==> config.mk <==
export PLATFORM = sky130hd
export DESIGN_NAME = gps_pps_tod_tx
export DESIGN_NICKNAME = d
export VERILOG_FILES = /design/src/rtl/gps_pps_tod_tx.sv
export SDC_FILE = /design/constraint.sdc
export NUM_CORES = 1
export LEC_CHECK = 0
export CAP_MARGIN = 30
export CORE_UTILIZATION = 58
export CTS_BUF_LIST = sky130_fd_sc_hd__clkbuf_4
export DETAILED_ROUTE_END_ITERATION = 10
export GPL_TIMING_DRIVEN = 0
export PLACE_DENSITY = 0.9
export SYNTH_ARGS = -nofsm -noshare
export SYNTH_HDL_FRONTEND = slang
export SYNTH_SLANG_ARGS = --single-unit
==> constraint.sdc <==
create_clock -name clk -period 4.8 [get_ports clk]
set_input_delay 0.72 -clock clk [delete_from_list [all_inputs] [get_ports clk]]
set_output_delay 0.72 -clock clk [all_outputs]
set_load 0.005 [all_outputs]
==> src/rtl/gps_pps_tod_tx.sv <==
// Emulated GPS receiver: 1 Hz PPS pulse plus a 5-byte UART time-of-day frame
// (A5, hour, minute, second, checksum) launched on every second boundary.
module gps_pps_tod_tx #(
    parameter int CLK_HZ    = 100_000_000,
    parameter int PPS_WIDTH = 10_000_000,
    parameter int BAUD_DIV  = 868
) (
    input  logic        clk,
    input  logic        resetn,
    input  logic        enable,
    input  logic        wr,
    input  logic [31:0] hourInit,
    input  logic [31:0] minuteInit,
    input  logic [31:0] secondInit,
    output logic        pps_out,
    output logic        tx_out,
    output logic        tx_busy,
    output logic        frame_done,
    output logic        frame_skip,
    output logic [31:0] second_out,
    output logic [31:0] minute_out,
    output logic [31:0] hour_out
);

    localparam logic [31:0] CNT_MAX  = 32'(CLK_HZ - 1);
    localparam logic [31:0] PPS_MAX  = 32'(PPS_WIDTH - 1);
    localparam logic [31:0] BAUD_MAX = 32'(BAUD_DIV - 1);
    localparam logic [7:0]  SYNC     = 8'hA5;

    typedef enum logic [1:0] {
        ST_IDLE  = 2'd0,
        ST_START = 2'd1,
        ST_DATA  = 2'd2,
        ST_STOP  = 2'd3
    } uart_state_t;

    // Frame checksum: XOR over the three time fields
    function automatic logic [7:0] tod_checksum(input logic [7:0] h, input logic [7:0] m,
                                                input logic [7:0] s);
        return h ^ m ^ s;
    endfunction

    uart_state_t state_q, state_d;
    logic [31:0] cnt_q, cnt_d;
    logic [31:0] pps_cnt_q, pps_cnt_d;
    logic [31:0] baud_q, baud_d;
    logic [5:0]  sec_q, sec_d, min_q, min_d;
    logic [4:0]  hour_q, hour_d;
    logic [2:0]  bit_q, bit_d, byte_q, byte_d;
    logic [7:0]  shift_q, shift_d;
    logic [31:0] frame_q, frame_d;   // remaining bytes: {chk, sec, min, hour}
    logic        pps_q, pps_d, tx_q, tx_d, busy_q, busy_d, done_q, done_d, skip_q, skip_d;

    logic        wrap_s, bit_end_s;
    logic [5:0]  inc_sec_s, inc_min_s;
    logic [4:0]  inc_hour_s;
    logic [7:0]  f_hour_s, f_min_s, f_sec_s;

    // Second boundary and end-of-bit strobes
    always_comb begin
        wrap_s    = enable && (cnt_q == CNT_MAX);
        bit_end_s = (baud_q == BAUD_MAX);
    end

    // Time of day one second ahead, with minute/hour/day carries
    always_comb begin
        if (sec_q == 6'd59) begin
            inc_sec_s = 6'd0;
            if (min_q == 6'd59) begin
                inc_min_s = 6'd0;
                if (hour_q == 5'd23) begin
                    inc_hour_s = 5'd0;
                end else begin
                    inc_hour_s = hour_q + 5'd1;
                end
            end else begin
                inc_min_s  = min_q + 6'd1;
                inc_hour_s = hour_q;
            end
        end else begin
            inc_sec_s  = sec_q + 6'd1;
            inc_min_s  = min_q;
            inc_hour_s = hour_q;
        end
        f_hour_s = {3'd0, inc_hour_s};
        f_min_s  = {2'd0, inc_min_s};
        f_sec_s  = {2'd0, inc_sec_s};
    end

    // Next-state logic: wr load/abort, second counter, PPS, time, UART framer
    always_comb begin
        state_d   = state_q;
        cnt_d     = cnt_q;
        pps_cnt_d = pps_cnt_q;
        baud_d    = baud_q;
        sec_d     = sec_q;
        min_d     = min_q;
        hour_d    = hour_q;
        bit_d     = bit_q;
        byte_d    = byte_q;
        shift_d   = shift_q;
        frame_d   = frame_q;
        pps_d     = pps_q;
        tx_d      = tx_q;
        busy_d    = busy_q;
        done_d    = 1'b0;
        skip_d    = 1'b0;

        if (wr) begin
            // Out-of-range init fields load as zero
            hour_d    = (hourInit   < 32'd24) ? hourInit[4:0]   : 5'd0;
            min_d     = (minuteInit < 32'd60) ? minuteInit[5:0] : 6'd0;
            sec_d     = (secondInit < 32'd60) ? secondInit[5:0] : 6'd0;
            cnt_d     = 32'd0;
            pps_d     = 1'b0;
            pps_cnt_d = 32'd0;
            state_d   = ST_IDLE;
            baud_d    = 32'd0;
            bit_d     = 3'd0;
            byte_d    = 3'd0;
            tx_d      = 1'b1;
            busy_d    = 1'b0;
        end else begin
            if (enable) begin
                cnt_d = (cnt_q == CNT_MAX) ? 32'd0 : cnt_q + 32'd1;
            end else begin
                cnt_d = cnt_q;
            end

            // PPS width is counted in raw clocks so it ignores enable
            if (wrap_s) begin
                pps_d     = 1'b1;
                pps_cnt_d = 32'd0;
            end else if (pps_q) begin
                if (pps_cnt_q == PPS_MAX) begin
                    pps_d     = 1'b0;
                    pps_cnt_d = 32'd0;
                end else begin
                    pps_cnt_d = pps_cnt_q + 32'd1;
                end
            end else begin
                pps_d = 1'b0;
            end

            if (wrap_s) begin
                sec_d  = inc_sec_s;
                min_d  = inc_min_s;
                hour_d = inc_hour_s;
            end else begin
                sec_d  = sec_q;
            end

            // A second that wraps under a running frame is announced, not sent
            if (wrap_s && (state_q != ST_IDLE)) begin
                skip_d = 1'b1;
            end else begin
                skip_d = 1'b0;
            end

            case (state_q)
                ST_IDLE: begin
                    if (wrap_s) begin
                        state_d = ST_START;
                        tx_d    = 1'b0;
                        busy_d  = 1'b1;
                        baud_d  = 32'd0;
                        bit_d   = 3'd0;
                        byte_d  = 3'd0;
                        shift_d = SYNC;
                        frame_d = {tod_checksum(f_hour_s, f_min_s, f_sec_s),
                                   f_sec_s, f_min_s, f_hour_s};
                    end else begin
                        tx_d = 1'b1;
                    end
                end
                ST_START: begin
                    if (bit_end_s) begin
                        state_d = ST_DATA;
                        baud_d  = 32'd0;
                        bit_d   = 3'd0;
                        tx_d    = shift_q[0];
                        shift_d = {1'b0, shift_q[7:1]};
                    end else begin
                        baud_d = baud_q + 32'd1;
                    end
                end
                ST_DATA: begin
                    if (bit_end_s) begin
                        baud_d = 32'd0;
                        if (bit_q == 3'd7) begin
                            state_d = ST_STOP;
                            tx_d    = 1'b1;
                        end else begin
                            bit_d   = bit_q + 3'd1;
                            tx_d    = shift_q[0];
                            shift_d = {1'b0, shift_q[7:1]};
                        end
                    end else begin
                        baud_d = baud_q + 32'd1;
                    end
                end
                ST_STOP: begin
                    if (bit_end_s) begin
                        baud_d = 32'd0;
                        if (byte_q == 3'd4) begin
                            state_d = ST_IDLE;
                            busy_d  = 1'b0;
                            done_d  = 1'b1;
                        end else begin
                            state_d = ST_START;
                            tx_d    = 1'b0;
                            byte_d  = byte_q + 3'd1;
                            shift_d = frame_q[7:0];
                            frame_d = {8'd0, frame_q[31:8]};
                        end
                    end else begin
                        baud_d = baud_q + 32'd1;
                    end
                end
                default: begin
                    state_d = ST_IDLE;
                    tx_d    = 1'b1;
                    busy_d  = 1'b0;
                end
            endcase
        end
    end

    // State register with asynchronous reset to idle / line high
    always_ff @(posedge clk or negedge resetn) begin
        if (!resetn) begin
            state_q   <= ST_IDLE;
            cnt_q     <= 32'd0;
            pps_cnt_q <= 32'd0;
            baud_q    <= 32'd0;
            sec_q     <= 6'd0;
            min_q     <= 6'd0;
            hour_q    <= 5'd0;
            bit_q     <= 3'd0;
            byte_q    <= 3'd0;
            shift_q   <= 8'd0;
            frame_q   <= 32'd0;
            pps_q     <= 1'b0;
            tx_q      <= 1'b1;
            busy_q    <= 1'b0;
            done_q    <= 1'b0;
            skip_q    <= 1'b0;
        end else begin
            state_q   <= state_d;
            cnt_q     <= cnt_d;
            pps_cnt_q <= pps_cnt_d;
            baud_q    <= baud_d;
            sec_q     <= sec_d;
            min_q     <= min_d;
            hour_q    <= hour_d;
            bit_q     <= bit_d;
            byte_q    <= byte_d;
            shift_q   <= shift_d;
            frame_q   <= frame_d;
            pps_q     <= pps_d;
            tx_q      <= tx_d;
            busy_q    <= busy_d;
            done_q    <= done_d;
            skip_q    <= skip_d;
        end
    end

    assign pps_out    = pps_q;
    assign tx_out     = tx_q;
    assign tx_busy    = busy_q;
    assign frame_done = done_q;
    assign frame_skip = skip_q;
    assign second_out = {26'd0, sec_q};
    assign minute_out = {26'd0, min_q};
    assign hour_out   = {27'd0, hour_q};

endmodule

Yosys cells after proc, flatten, opt, wreduce, memory -nomap -nowiden. Cells that the tools add are included.

Flip-flop bits (word level): 166. Bits in latches: 0. RAM bits: 0. Bits in read-only memories: 0. Input port bits: 100. Memories: 0.

Add/subtract/negate cells: 8. Multiply operators: 0. Divide/modulo/power cells: 0. $lt $le $gt $ge: 3. Eq/ne operators: 25. Shift-type cells: 0. Muxes and demuxes: 78. Bitwise logic cells: 3. Reductions and logical operators: 18.

Operator list (number): $mux 32 (13); $pmux 32 s2 (2); $add 32x1->32 const B (3); $lt 32x6->1 const B (2); $mux 6 (9); $mux 8 (6); $eq 32x10->1 const B (1); $eq 32x24->1 const B (1); $eq 32x27->1 const B (1); $lt 32x5->1 const B (1); $pmux 8 s4 (1); $mux 5 (6); $mux 3 (8); $ne 3x3->1 const B (8); $mux 1 (22); $reduce_and 5->1 (3); $add 6x1->6 const B (2); $eq 6x6->1 const B (2); $mux 2 (6); $ne 2x2->1 const B (6); $reduce_and 4->1 (3); $pmux 3 s3 (1); $pmux 2 s4 (1); $reduce_bool 2->1 (4); 18 further kinds (23).

Logic depth before layout (Yosys ltp).
Depth after elaboration: 8. Gate-level depth with buffers: 10. Gate-level depth less buffers: 7.

Least setup slack after synthesis. No wires, ideal clock.

Path type: input to register. From: input port enable. To: register frame_q[10]. Setup time: 125 ps. Data arrival time: 2656 ps. Data required time: 4675 ps. Setup slack: 2019 ps. Stages: 7. Path through: clkbuf_1 clkinv_1 o41a_1 or4b_1 buf_2 buf_6 mux2_4.

Cells in the longest elaborated chain, start to end: 3.

RTL lines: start: declaration (line 10) `input logic enable,`; $logic_and 1x1->1 (line 61) `wrap_s = enable && (cnt_q == CNT_MAX);`; $ne 2x2->1 (no line); $reduce_and 5->1 (no line); end signal: assignment (line 259) `frame_q <= frame_d;`; end: declaration (line 51) `logic [31:0] frame_q, frame_d;`.

Every way passes these cells. A chain may end at the register's enable or synchronous reset.

Worst setup path in the final report.
From: register cnt_q[27]. To: register cnt_q[26].

Cells in the longest elaborated chain, start to end: 4.

RTL lines: start: declaration (line 44) `logic [31:0] cnt_q, cnt_d;`; start signal: assignment (line 250) `cnt_q <= cnt_d;`; $eq 32x27->1 (line 125) `cnt_d = (cnt_q == CNT_MAX) ? 32'd0 : cnt_q + 32'd1;`; $mux 32 (line 125); $mux 32 (line 124) `if (enable) begin`; $mux 32 (line 109) `if (wr) begin`.

Every way passes these cells. The select of a mux whose other input is x is not followed.

==> results_dict.tcl <==
set metrics [dict create \
    run_status "complete, no violations" \
    cp_num_buf_inv 2 \
    cap_violations 0 \
    slew_headroom_pct 32.4 \
    post_cts_resized 0 \
    dp_hpwl_um 18900 \
    hold_class "in -> async" \
    place_ws_ps 1290 \
    synthMuxAreaShare_pct 2.30 \
    gp_congestion 0.920 \
    yosys.area_share.simple_pct 24.7 \
    num_io_pins 201 \
    synth_area_per_cell_um2 8.49 \
    critPathCaptureType "register" \
    drt_pre_antenna_iters 8 \
    cts_buffers 17 \
    switching_share_pct 33.0 \
    dp.cells 1572 \
    post_drt_via_cell_ratio 6.08 \
    synthCells 1152 \
    drive_gt1_share_pct 10.2 \
    setup_viol 0 \
    pwr-share-seq_pct 47.5 \
    utilization_pct 72.1 \
    synth_area_mm2 0.00978 \
    row_count 47 \
    fin_cells 1606 \
    grt_antenna_before_repair 1 \
    synth_top_area_share_pct 40.2 \
    max_freq_ghz 0.312 \
    slowest_delay_ps 800 \
    drt_iter0_drc 1090 \
    worst_pin_slew_ps 998 \
    routedWlPerCell_um 16.3 \
    multi_input_area_mm2 0.00522 \
    p_clk_share_pct 26.4 \
    synth_compound_area_share_pct 18.7 \
    clockRootBuffer "clkbuf_4" \
    yosysMostFrequentCell "dfrtp_1" \
    synth.ff_latch_count 158 \
    fin_ws_ps 1590 \
    clock_latency_ps 580 \
    switchingPower_uw 1070 \
    fin_crit_sh_pct 66.8 \
    die-height_um 132 \
    drc 0 \
    coreArea_mm2 0.0165 \
    crit_chain "nor4b_2 > nand4_2 > o41ai_2 > clkbuf_1 > buf_1 > nor2_1" \
    hold_slack_ps 132 \
    rsz0062_at_grt "no" \
    htree_levels 4 \
    grtUsageMet3_pct 6.11 \
    wirelength_um 26100 \
    critPathLaunchType "register" \
    cts_tree "built" \
    clk_path_buf_depth 2 \
    synth_fa_ha_area_share_pct 1.79 \
    power.density_cell_area_mw_per_mm2 273 \
    grt_usage_pct 30.2 \
    ys.flop_type "dfrtp_1" \
    p_int_uw 2180 \
    port_buffers 120 \
    yosysSeqAreaShare_pct 40.4 \
    first_global_vias 8960 \
    overflow 0 \
    peakVddDrop_uv 261 \
    p_comb_share_pct 26.0 \
    ctsHoldBuffers 0 \
    critPathRequiredTime_ps 5260 \
    critPathArrivalTime_ps 3670 \
    areaGrowthSynthToFinish_pct 21.8 \
    seqCellArea_mm2 0.00396 \
    synth_top_family_by_area "simple AND/OR/NAND/NOR gates" \
    skew_ps 16.9 \
    grt_start_max_net_pins 80 \
    async_flop_share_pct 100 \
    synthXorXnorAreaFrac_pct 2.87 \
    leakage_uw 0.00505 \
    cp_slowest_cell "o41ai_2" \
    use_met2_pct 49.5 \
    finalMaxSlewViolations 0 \
    nFillCells 1269 \
    worstPathMaxFanout 10 \
    crit_family "buffers and inverters" \
    ant_nets 0 \
    grt_pass1_wl_um 42800 \
    yosys.area.top_type "dfrtp_1" \
    yosysUniqueCellTypes 74 \
    fin_tns_setup_ps 0 \
    hold_violations 0 \
    gr-usage-met1_pct 39.5 \
    post_cts_buffers 0 \
    start_util_pct 59.2 \
    cts.sink_count 158 \
    netlist_top_cells_count "157 x dfrtp_1, 126 x o21ai_0, 105 x nor2_1, 102 x nand2_1, 88 x a21oi_1" \
    top_usage_layer "met2" \
    ys_warn_count 0 \
    final_nets 1485 \
    clk_pin_slew_worst_paths_ps 140 \
    synth.area.top_cells "dfrtp_1 40%, o21ai_0 6.4%, buf_4 6.1%, a21oi_1 4.5%, nor2_1 4.0%" \
    num_vias 9761 \
    die-area_mm2 0.0174 \
    die_w_um 132 \
    critPathKind "reg -> reg" \
    min_period_ps 3210 \
    synth_edf_count 0 \
]
stage by stage:
step                      area [um^2]  power [uW]
after floorplan                 10100        2080
after global placement          11500        2350
after detailed placement        11600        2390
after CTS                       11900        3230
after global routing            11900        3400
final                           11900        3250
flip-flops by register name (all words and copies together) (netlist names):
| signal | flops |
|---|---|
| cnt_q | 32 |
| tx_out | 1 |
| hour_q | 5 |
| frame_done | 1 |
| pps_out | 1 |
| tx_busy | 1 |
| sec_q | 6 |
| byte_q | 3 |
| baud_q | 32 |
| pps_cnt_q | 32 |
| frame_q | 24 |
| bit_q | 3 |
| shift_q | 8 |
| min_q | 6 |
| frame_skip | 1 |
| state_q | 2 |
metal layers:
metal | routed length [um] | share of wire (%)
met5 | 0 | 0
met4 | 659 | 2.5
met3 | 2010 | 7.7
met2 | 12700 | 49
met1 | 10700 | 41
cell families after synthesis:
kind of cell,Yosys count
adder cells (fa/ha/maj),14
multiplexers,20
XOR/XNOR,32
AND/OR/NAND/NOR,457
AO/OA/AOI/OAI,314
buffers and inverters,156
flip-flops,158
other,1
power by group through the flow:
stage | Sequential [uW] | Combinational [uW] | Clock (uW)
CTS | 1540 | 831 | 861
floorplan | 1540 | 540 | 0
global route | 1560 | 929 | 917
global placement | 1560 | 789 | 0
finish | 1550 | 846 | 859
detailed placement | 1570 | 826 | 0
cell type report:
| type | count | share of cell area (%) |
|---|---|---|
| multi-input cells | 916 | 43.8 |
| flip-flops and latches | 158 | 33.2 |
| repair buffers | 122 | 10.6 |
| plain buffers | 139 | 7.03 |
| well taps | 220 | 2.31 |
| clock inverters | 15 | 1.45 |
| clock buffers | 17 | 1.07 |
| inverters | 17 | 0.536 |
| diodes | 2 | 0.0420 |
worst paths after layout:
path,from,to,slack [ps],cells after the start
max,cnt_q[27],cnt_q[26],1590,6
min,resetn,baud_q[19],130,2
max reg2reg,cnt_q[27],cnt_q[26],1590,6
min reg2reg,cnt_q[24],cnt_q[24],480,1
max in group asynchronous,resetn,tx_out,4310,2
min in group clk,cnt_q[24],cnt_q[24],480,1
cell usage in the layout (no fill, tap or decap), types with 15 or more instances in the layout:
| cell type | synthesis | final |
|---|---|---|
| dfrtp_1 | 157 | 157 |
| o21ai_0 | 126 | 126 |
| clkdlybuf4s50_1 | 0 | 119 |
| nor2_1 | 105 | 105 |
| nand2_1 | 102 | 102 |
| a21oi_1 | 88 | 88 |
| buf_4 | 79 | 79 |
| conb_1 | 1 | 79 |
| clkbuf_1 | 52 | 52 |
| nand4_1 | 45 | 45 |
| nand3_1 | 42 | 42 |
| nor4_1 | 33 | 33 |
| a31oi_1 | 30 | 30 |
| nor3_1 | 25 | 25 |
| and3_1 | 23 | 23 |
| xor2_1 | 21 | 21 |
| clkbuf_4 | 0 | 17 |
| inv_1 | 15 | 15 |
| mux2i_1 | 15 | 15 |
Note: power is estimated with default switching activity, not from simulation.
